### src/rtl/gpio_in_filter_pkg.sv
// gpio_in_filter_pkg
//   Shared SoC-level constants and types for the GPIO input filter.
//   SOC_LEN_DATA_IO   : default number of GPIO input bits.
//   ENABLE / DISABLE  : polarity of the debounce advance enable.
//   SOC_DB_CYCLES     : default debounce length in enabled clock cycles.
//   db_event_e        : per-bit outcome of one debounce step.
//   db_cnt_width()    : debounce counter width, never below one bit.
package gpio_in_filter_pkg;

   localparam int unsigned SOC_LEN_DATA_IO = 32;
   localparam logic        ENABLE          = 1'b1;
   localparam logic        DISABLE         = 1'b0;
   localparam int unsigned SOC_DB_CYCLES   = 4;
   localparam int unsigned DB_CYCLES_MAX   = 65535;

   typedef enum logic [1:0] {
      EvNone = 2'd0,
      EvRise = 2'd1,
      EvFall = 2'd2
   } db_event_e;

   function automatic int unsigned db_cnt_width(input int unsigned cycles);
      return (cycles > 1) ? $clog2(cycles) : 1;
   endfunction

endpackage

### src/rtl/gpio_in_filter_db_bit.sv
// gpio_db_bit
//   One GPIO input bit: two-flop synchronizer, debounce counter, stable level
//   and one-cycle edge pulses.
//   clk_i     : system clock
//   rst_i     : synchronous active-high reset
//   en_i      : debounce advance enable (synchronizer runs regardless)
//   pin_i     : raw asynchronous pin
//   stable_o  : debounced level (registered)
//   rise_o    : one-cycle 0->1 pulse (registered)
//   fall_o    : one-cycle 1->0 pulse (registered)
//   pulse_d_o : next-state of rise|fall, for the top-level changed flag
module gpio_db_bit
   import gpio_in_filter_pkg::*;
#(
   parameter int unsigned DB_CYCLES = SOC_DB_CYCLES
) (
   input  logic clk_i,
   input  logic rst_i,
   input  logic en_i,
   input  logic pin_i,
   output logic stable_o,
   output logic rise_o,
   output logic fall_o,
   output logic pulse_d_o
);

   localparam int unsigned CntW = db_cnt_width(DB_CYCLES);
   localparam logic [CntW-1:0] CntLast = CntW'(DB_CYCLES - 1);

   logic            sync1_q, sync2_q;
   logic            stable_q, stable_d;
   logic [CntW-1:0] cnt_q, cnt_d;
   logic            rise_q, rise_d;
   logic            fall_q, fall_d;
   db_event_e       evt_d;

   always_comb begin
      stable_d = stable_q;
      cnt_d    = cnt_q;
      evt_d    = EvNone;
      if (en_i == ENABLE) begin
         if (sync2_q == stable_q) begin
            cnt_d = '0;
         end else if (cnt_q == CntLast) begin
            // New level has persisted long enough: commit it and flag the edge.
            stable_d = sync2_q;
            cnt_d    = '0;
            evt_d    = sync2_q ? EvRise : EvFall;
         end else begin
            cnt_d = cnt_q + CntW'(1);
         end
      end
   end

   always_comb begin
      rise_d = 1'b0;
      fall_d = 1'b0;
      unique case (evt_d)
         EvRise:  rise_d = 1'b1;
         EvFall:  fall_d = 1'b1;
         default: ;
      endcase
   end

   always_ff @(posedge clk_i) begin
      if (rst_i) begin
         sync1_q  <= 1'b0;
         sync2_q  <= 1'b0;
         stable_q <= 1'b0;
         cnt_q    <= '0;
         rise_q   <= 1'b0;
         fall_q   <= 1'b0;
      end else begin
         sync1_q  <= pin_i;
         sync2_q  <= sync1_q;
         stable_q <= stable_d;
         cnt_q    <= cnt_d;
         rise_q   <= rise_d;
         fall_q   <= fall_d;
      end
   end

   assign stable_o  = stable_q;
   assign rise_o    = rise_q;
   assign fall_o    = fall_q;
   assign pulse_d_o = rise_d | fall_d;

endmodule

### src/rtl/gpio_in_filter.sv
// gpio_in_filter
//   Debounces LEN_DATA_IO asynchronous board pins into a stable GPIO_IR level
//   with per-bit rise/fall pulses and a global changed flag. All outputs are
//   registered; there is no combinational path from pin_in.
//   clk     : system clock
//   rst     : synchronous active-high reset
//   en      : debounce advance enable
//   pin_in  : raw board pins
//   GPIO_IR : debounced level, feeds the IO register block
//   rise    : per-bit one-cycle 0->1 pulse
//   fall    : per-bit one-cycle 1->0 pulse
//   changed : OR of rise|fall, registered alongside them
module gpio_in_filter
   import gpio_in_filter_pkg::*;
#(
   parameter int unsigned LEN_DATA_IO = SOC_LEN_DATA_IO,
   parameter int unsigned DB_CYCLES   = SOC_DB_CYCLES
) (
   input  logic                   clk,
   input  logic                   rst,
   input  logic                   en,
   input  logic [LEN_DATA_IO-1:0] pin_in,
   output logic [LEN_DATA_IO-1:0] GPIO_IR,
   output logic [LEN_DATA_IO-1:0] rise,
   output logic [LEN_DATA_IO-1:0] fall,
   output logic                   changed
);

   logic [LEN_DATA_IO-1:0] pulse_d;
   logic                   changed_q, changed_d;

   for (genvar i = 0; i < LEN_DATA_IO; i++) begin : g_bit
      gpio_db_bit #(
         .DB_CYCLES (DB_CYCLES)
      ) u_db_bit (
         .clk_i     (clk),
         .rst_i     (rst),
         .en_i      (en),
         .pin_i     (pin_in[i]),
         .stable_o  (GPIO_IR[i]),
         .rise_o    (rise[i]),
         .fall_o    (fall[i]),
         .pulse_d_o (pulse_d[i])
      );
   end

   // Built from next-state pulses so changed lands in the same cycle as rise/fall.
   always_comb begin
      changed_d = |pulse_d;
   end

   always_ff @(posedge clk) begin
      if (rst) begin
         changed_q <= 1'b0;
      end else begin
         changed_q <= changed_d;
      end
   end

   assign changed = changed_q;

endmodule

### config.mk
export PLATFORM = sky130hd
export DESIGN_NAME = gpio_in_filter
export DESIGN_NICKNAME = d
export VERILOG_FILES = /design/src/rtl/gpio_in_filter_pkg.sv /design/src/rtl/gpio_in_filter_db_bit.sv /design/src/rtl/gpio_in_filter.sv
export SDC_FILE = /design/constraint.sdc
export NUM_CORES = 1
export LEC_CHECK = 0
export ABC_AREA = 1
export CAP_MARGIN = 15
export CELL_PAD_IN_SITES_DETAIL_PLACEMENT = 0
export CELL_PAD_IN_SITES_GLOBAL_PLACEMENT = 2
export CORE_UTILIZATION = 34
export CTS_CLUSTER_SIZE = 8
export DETAILED_ROUTE_END_ITERATION = 8
export MAX_ROUTING_LAYER = met4
export PLACE_DENSITY = 0.93
export SETUP_SLACK_MARGIN = 0.02
export SLEW_MARGIN = 20
export SYNTH_ARGS = -nofsm -noshare
export SYNTH_HDL_FRONTEND = slang
export SYNTH_HIERARCHICAL = 1
export SYNTH_SLANG_ARGS = --single-unit
### constraint.sdc
create_clock -name clk -period 3.53 [get_ports clk]
set_clock_uncertainty 0.15 [all_clocks]
set_input_delay 1.059 -clock clk [delete_from_list [all_inputs] [get_ports clk]]
set_output_delay 1.059 -clock clk [all_outputs]
set_load 0.005 [all_outputs]
==> results.cfg, run 1 <==
[sta]
drv_slew = 0
hold_violations = 0
rsz0062_at_grt = false
max_freq_mhz = 375
period_share_pct = 75.5
relSlewSlack_pct = 66.2
setup_ws_ps = 864
tightest_slew_ps = 507
period_needed_ps = 2670
fin_tns_setup_ps = 0
hold_ws_ps = 249
finalSetupViolCount = 0

[cts]
root_buffer = clkbuf_16
htree_num_levels = 2
cts.repair.resized = 0
postCtsSetupBuffers = 0
clockBufferDepth = 3
clk_latency_ps = 490
cts_inserted_buffers = 34
cts_tree = built
cts.sinks = 225
hold_buffers = 0
clkTransAtPathRegs_ps = 50

[critical_path]
crit_fanout = 5
worstPathArrival_ps = 1460
cpLargestDelayFamily = buffers and inverters
cp_num_buf_inv = 1
cp-start-kind = flop
crit_required_ps = 2320
path_cells = clkdlybuf4s50_1
crit_path_max_incr_delay_ps = 540
crit_path_end_kind = output port
critPathKind = flop to output port
cpMaxStageDelayCell = clkdlybuf4s50_1

[layout]
fillers = 2858
fin_nets = 1625
diodes = 0
multi_input_area_um2 = 3880
drive_gt1_share_pct = 5.68
area_delta_synth_final_pct = 28.8
stdcell_count = 1881
final_area_um2 = 12800
ff_latch_area_um2 = 4500

[die]
io_pins = 132
rows = 62
die_w_um = 173
dieArea_um2 = 30000
core_um2 = 28800
fp.dieH_um = 173
floorplan.initialDensity_pct = 34.6

[detailed_routing]
route.detailed.drc = 0
vias_per_cell = 4.38
wl_um = 20100
vias = 8231
drt_first_iter_violations = 389
drtAntennaViolNets = 0
dr.pass1.iters = 5
wire_per_inst_um = 10.7

[power_and_ir_drop]
p_leak_uw = 0.00628
peakVddDrop_mv = 0.320
power_density_nw_per_um2 = 442

[grt]
gr-total-overflow = 0
grt_usage_pct = 14.0
grt_pass1_vias = 7617
antenna_found_initial = 0
grt_pass1_wl_um = 34400
grt_start_max_net_pins = 64

[logic_synthesis]
syn-num-nets = 1444
synthCells = 1313
syn_area_um2 = 9950
ys.warnings.count = 6
netlist.top_cell.by_area = dfxtp_1
synth_area_leaders = dfxtp_1 (45%), inv_1 (14%), ha_1 (12%)
synth_cell_types = 10
syn_avg_cell_area_um2 = 7.58
ys_seq_area_share_pct = 45.3
synth_top_area_share_pct = 45.3
yosys_register_bits = 225

[placement]
place.port_buffers = 131
pre_cts_ws_ps = 602
dpl_cell_area_um2 = 11900
hpwl_um = 14200
gp_congestion = 0.802
placed_cells = 1842

[job]
drv_cap = 0

[run_status]
outcome = complete, no violations

[hold_path]
min_path_type = flop to flop
## flip-flops by register name, summed over array words and instances (netlist names)
register                 count
changed                      1
g_bit.u_db_bit/stable_o     32
g_bit.u_db_bit/rise_o       32
g_bit.u_db_bit/sync2_q      32
g_bit.u_db_bit/cnt_q        64
g_bit.u_db_bit/fall_o       32
g_bit.u_db_bit/sync1_q      32
## power by group
group          total, uW  switching, uW  internal, uW
logic                244            147          96.6
registers           2630           29.8          2600
clock network       2800           1050          1740
## layer usage
metal / up-vias / part of all wire, % / global-route usage, %
met5: - / 0 / -
met4: 0 / 2.3 / 4.35
met3: 36 / 5.4 / 2.84
met2: 162 / 43 / 21.8
met1: 3620 / 49 / 18.1
li1: 4413 / - / -
## layout by cell type, fill, tap and decap left out
master / instances
clkbuf_16: 35
a21oi_1: 64
inv_6: 1
inv_2: 32
nor2_1: 182
nand2_1: 138
o21ai_0: 32
nand4_1: 128
a31oi_1: 32
inv_1: 384
buf_4: 9
clkbuf_1: 2
buf_6: 2
clkdlybuf4s50_1: 129
clkinvlp_4: 1
ha_1: 96
dfxtp_1: 225
buf_12: 5
## synth_stat cells
master,count
a21oi_1,64
a31oi_1,32
dfxtp_1,225
ha_1,96
inv_1,384
inv_2,32
nand2_1,138
nand4_1,128
nor2_1,182
o21ai_0,32
## logic make-up (layout without fill, tap and decap cells)
family          count (synthesis)  after routing  synth area share, %
compound gates                128            128                 6.84
flops                         225            225                 45.3
fa+ha+maj                      96             96                 12.1
simple gates                  448            448                 20.1
buf+inv                       416            600                 15.7
## final timing paths
check	slack (ps)	from	end	cells after the start
min	250	g_bit[17].u_db_bit/sync1_q	g_bit[17].u_db_bit/sync2_q	2
max reg2reg	1620	g_bit[11].u_db_bit/cnt_q[0]	changed	11
max	860	g_bit[19].u_db_bit/stable_o	GPIO_IR[19]	1
min reg2reg	250	g_bit[17].u_db_bit/sync1_q	g_bit[17].u_db_bit/sync2_q	2
## per-stage QoR
stage / total power [uW] / util [%]
global route: 5910 / 44.5
finish: 5670 / 44.5
CTS: 5770 / 44.5
global placement: 2920 / 41.4
floorplan: 2770 / -
detailed placement: 2920 / 41.4
## layout make-up
cell class	count	share of cell area (%)
Tap cell	384	3.75
Inverter	416	12.2
Clock buffer	37	6.90
Timing Repair Buffer	145	11.6
Sequential cell	225	35.2
Clock inverter	2	0.127
Multi-Input combinational cell	672	30.3
No activity file was read; power rests on OpenSTA's default activity.
==> run 2, diff against run 1 <==
- CORE_UTILIZATION: 34 -> 29
- PLACE_DENSITY: 0.93 -> 0.85
- clock period: 3.53 -> 2.2 ns (I/O delays scaled with it)
==> run 2 against run 1 <==
  * Core utilization decreased by 4.5 points
  * Critical endpoint is now GPIO_IR[22]
  * Cell count increased by 6.5%
  * Sequential cell count unchanged
  * Largest power group unchanged
  * Sequential share of layout area decreased by 1.2 points
  * Die area increased by 17%
  * Final area increased by 5.0%
  * Power increased by 66%
  * Clock-buffer cell count increased by 4
  * Critical path depth unchanged
==> results.cfg, run 2 (synthesis results as in run 1) <==
[run_status]
outcome = complete, no violations

[detailed_routing]
vias = 8433
wl_met1_um = 10300
drt_first_iter_violations = 256
route.met3.wl_um = 1180
routed.top_layer = met4
route.detailed.drc = 0
dr.pass1.iters = 5
wl_um = 21400
wire_per_inst_um = 10.7
wl_met2_um = 9420
drtAntennaViolNets = 0
vias_per_cell = 4.21

[critical_path]
cp_num_buf_inv = 1
crit_required_ps = 1390
crit_path_max_incr_delay_ps = 490
cpLargestDelayFamily = buffers and inverters
worstPathArrival_ps = 1330
crit_path_end_kind = output port
cp-start-kind = flop
worst_r2r_path_depth = 10
cpMaxStageDelayCell = clkdlybuf4s50_1
cp.depth = 1
critPathKind = flop to output port
crit_fanout = 5
path_cells = clkdlybuf4s50_1

[cts]
htree_num_levels = 2
clkTransAtPathRegs_ps = 50
cts_tree = built
clk_latency_ps = 490
clockBufferDepth = 3
cts.sinks = 225
cts_inserted_buffers = 34
root_buffer = clkbuf_16

[sta]
rsz0062_at_grt = true
relSlewSlack_pct = 81.5
period_needed_ps = 2140
tightest_slew_ps = 278
period_share_pct = 97.3
max_freq_mhz = 467
finalSetupViolCount = 0
setup_ws_ps = 59.5
hold_violations = 0
drv_slew = 0

[job]
drv_cap = 0

[layout]
final_area_um2 = 13500
largest_reg_flops = 64
diodes = 0
fin_nets = 1682
regMostFlops = g_bit.u_db_bit/cnt_q
drive_gt1_share_pct = 10.8
area_delta_synth_final_pct = 35.2
final_cell_mix = inv_1 (384), dfxtp_1 (202), nor2_1 (182), nand2_1 (138), nand4_1 (128)
final_common_cell = inv_1

[grt]
grt_start_max_net_pins = 40
antenna_found_initial = 0
grt_pass1_wl_um = 37600
grt_pass1_vias = 8344
gr-total-overflow = 0
grt_usage_pct = 13.1

[placement]
place.port_buffers = 131
hpwl_um = 15500
dpl_cell_area_um2 = 12400
pre_cts_ws_ps = -374
gp_congestion = 0.782

[die]
fp.dieH_um = 187
core_um2 = 33600
dieArea_um2 = 35100
die_w_um = 187
rows = 67
io_pins = 132
floorplan.initialDensity_pct = 29.6

[power_and_ir_drop]
power_density_nw_per_um2 = 699
peakVddDrop_mv = 0.473
p_leak_uw = 0.00679

[hold_path]
min_path_type = flop to flop
worstHoldPathCells = 2
[run 2: cell types whose count changed in the layout (fill, tap and decap cells not counted), sizes merged]
cell	delta
clkinvlp	-1
dlygate4sd2	+31
dlymetal6s2s	+2
buf	+57
clkbuf	+4
clkdlybuf4s50	-33
inv	-1
[run 2: power by group]
group,total (uW),leakage (uW),internal [uW],switching [uW]
logic,424,0.00446,183,242
registers,4200,0.00184,4150,48.8
clock network,4790,0.000479,3040,1750
[run 2: worst paths after layout]
path,from,end,slack [ps]
worst max-delay path,g_bit[22].u_db_bit/stable_o,GPIO_IR[22],60
worst max register to register,g_bit[20].u_db_bit/cnt_q[0],changed,280
worst min register to register,g_bit[3].u_db_bit/sync1_q,g_bit[3].u_db_bit/sync2_q,250
worst min-delay path,g_bit[3].u_db_bit/sync1_q,g_bit[3].u_db_bit/sync2_q,250
[run 2: metal layers]
metal	GRT usage [%]	vias up
met5	-	-
met4	4.32	0
met3	2.85	41
met2	21.2	155
met1	16.2	3696
li1	-	4541
[run 2: area by class of cell]
type,count,area [um^2]
fillers,3442,20200
multi-input cells,672,3880
flip-flops and latches,225,4570
repair buffers,202,1910
well taps,448,561
clock buffers,41,971
inverters,416,1560
[run 2: what timing repair did]
action,4_1_cts,5_1_grt
pin swaps,0,0
endpoints found under the setup margin,33,4
endpoints found under the hold margin,0,0
hold buffers,0,0
resized for setup,67,5
setup buffers,1,0
[run 2: through the flow]
step	setup TNS [ps]	util (%)	hold WS, ps	total power, uW	instances
floorplan	0	-	238	4440	1313
global placement	-339	37.0	240	4720	1962
detailed placement	-374	37.0	242	4720	1962
CTS	0	40.0	247	9630	2004
global route	0	40.0	265	9860	2004
finish	0	40.0	248	9410	2004
==> run 3, diff against run 2 <==
- GPL_ROUTABILITY_DRIVEN: default -> 0
- SKIP_LAST_GASP: default -> 1
==> results of run 3 <==
Final layout, timing and power as in run 2 (identical DEF).
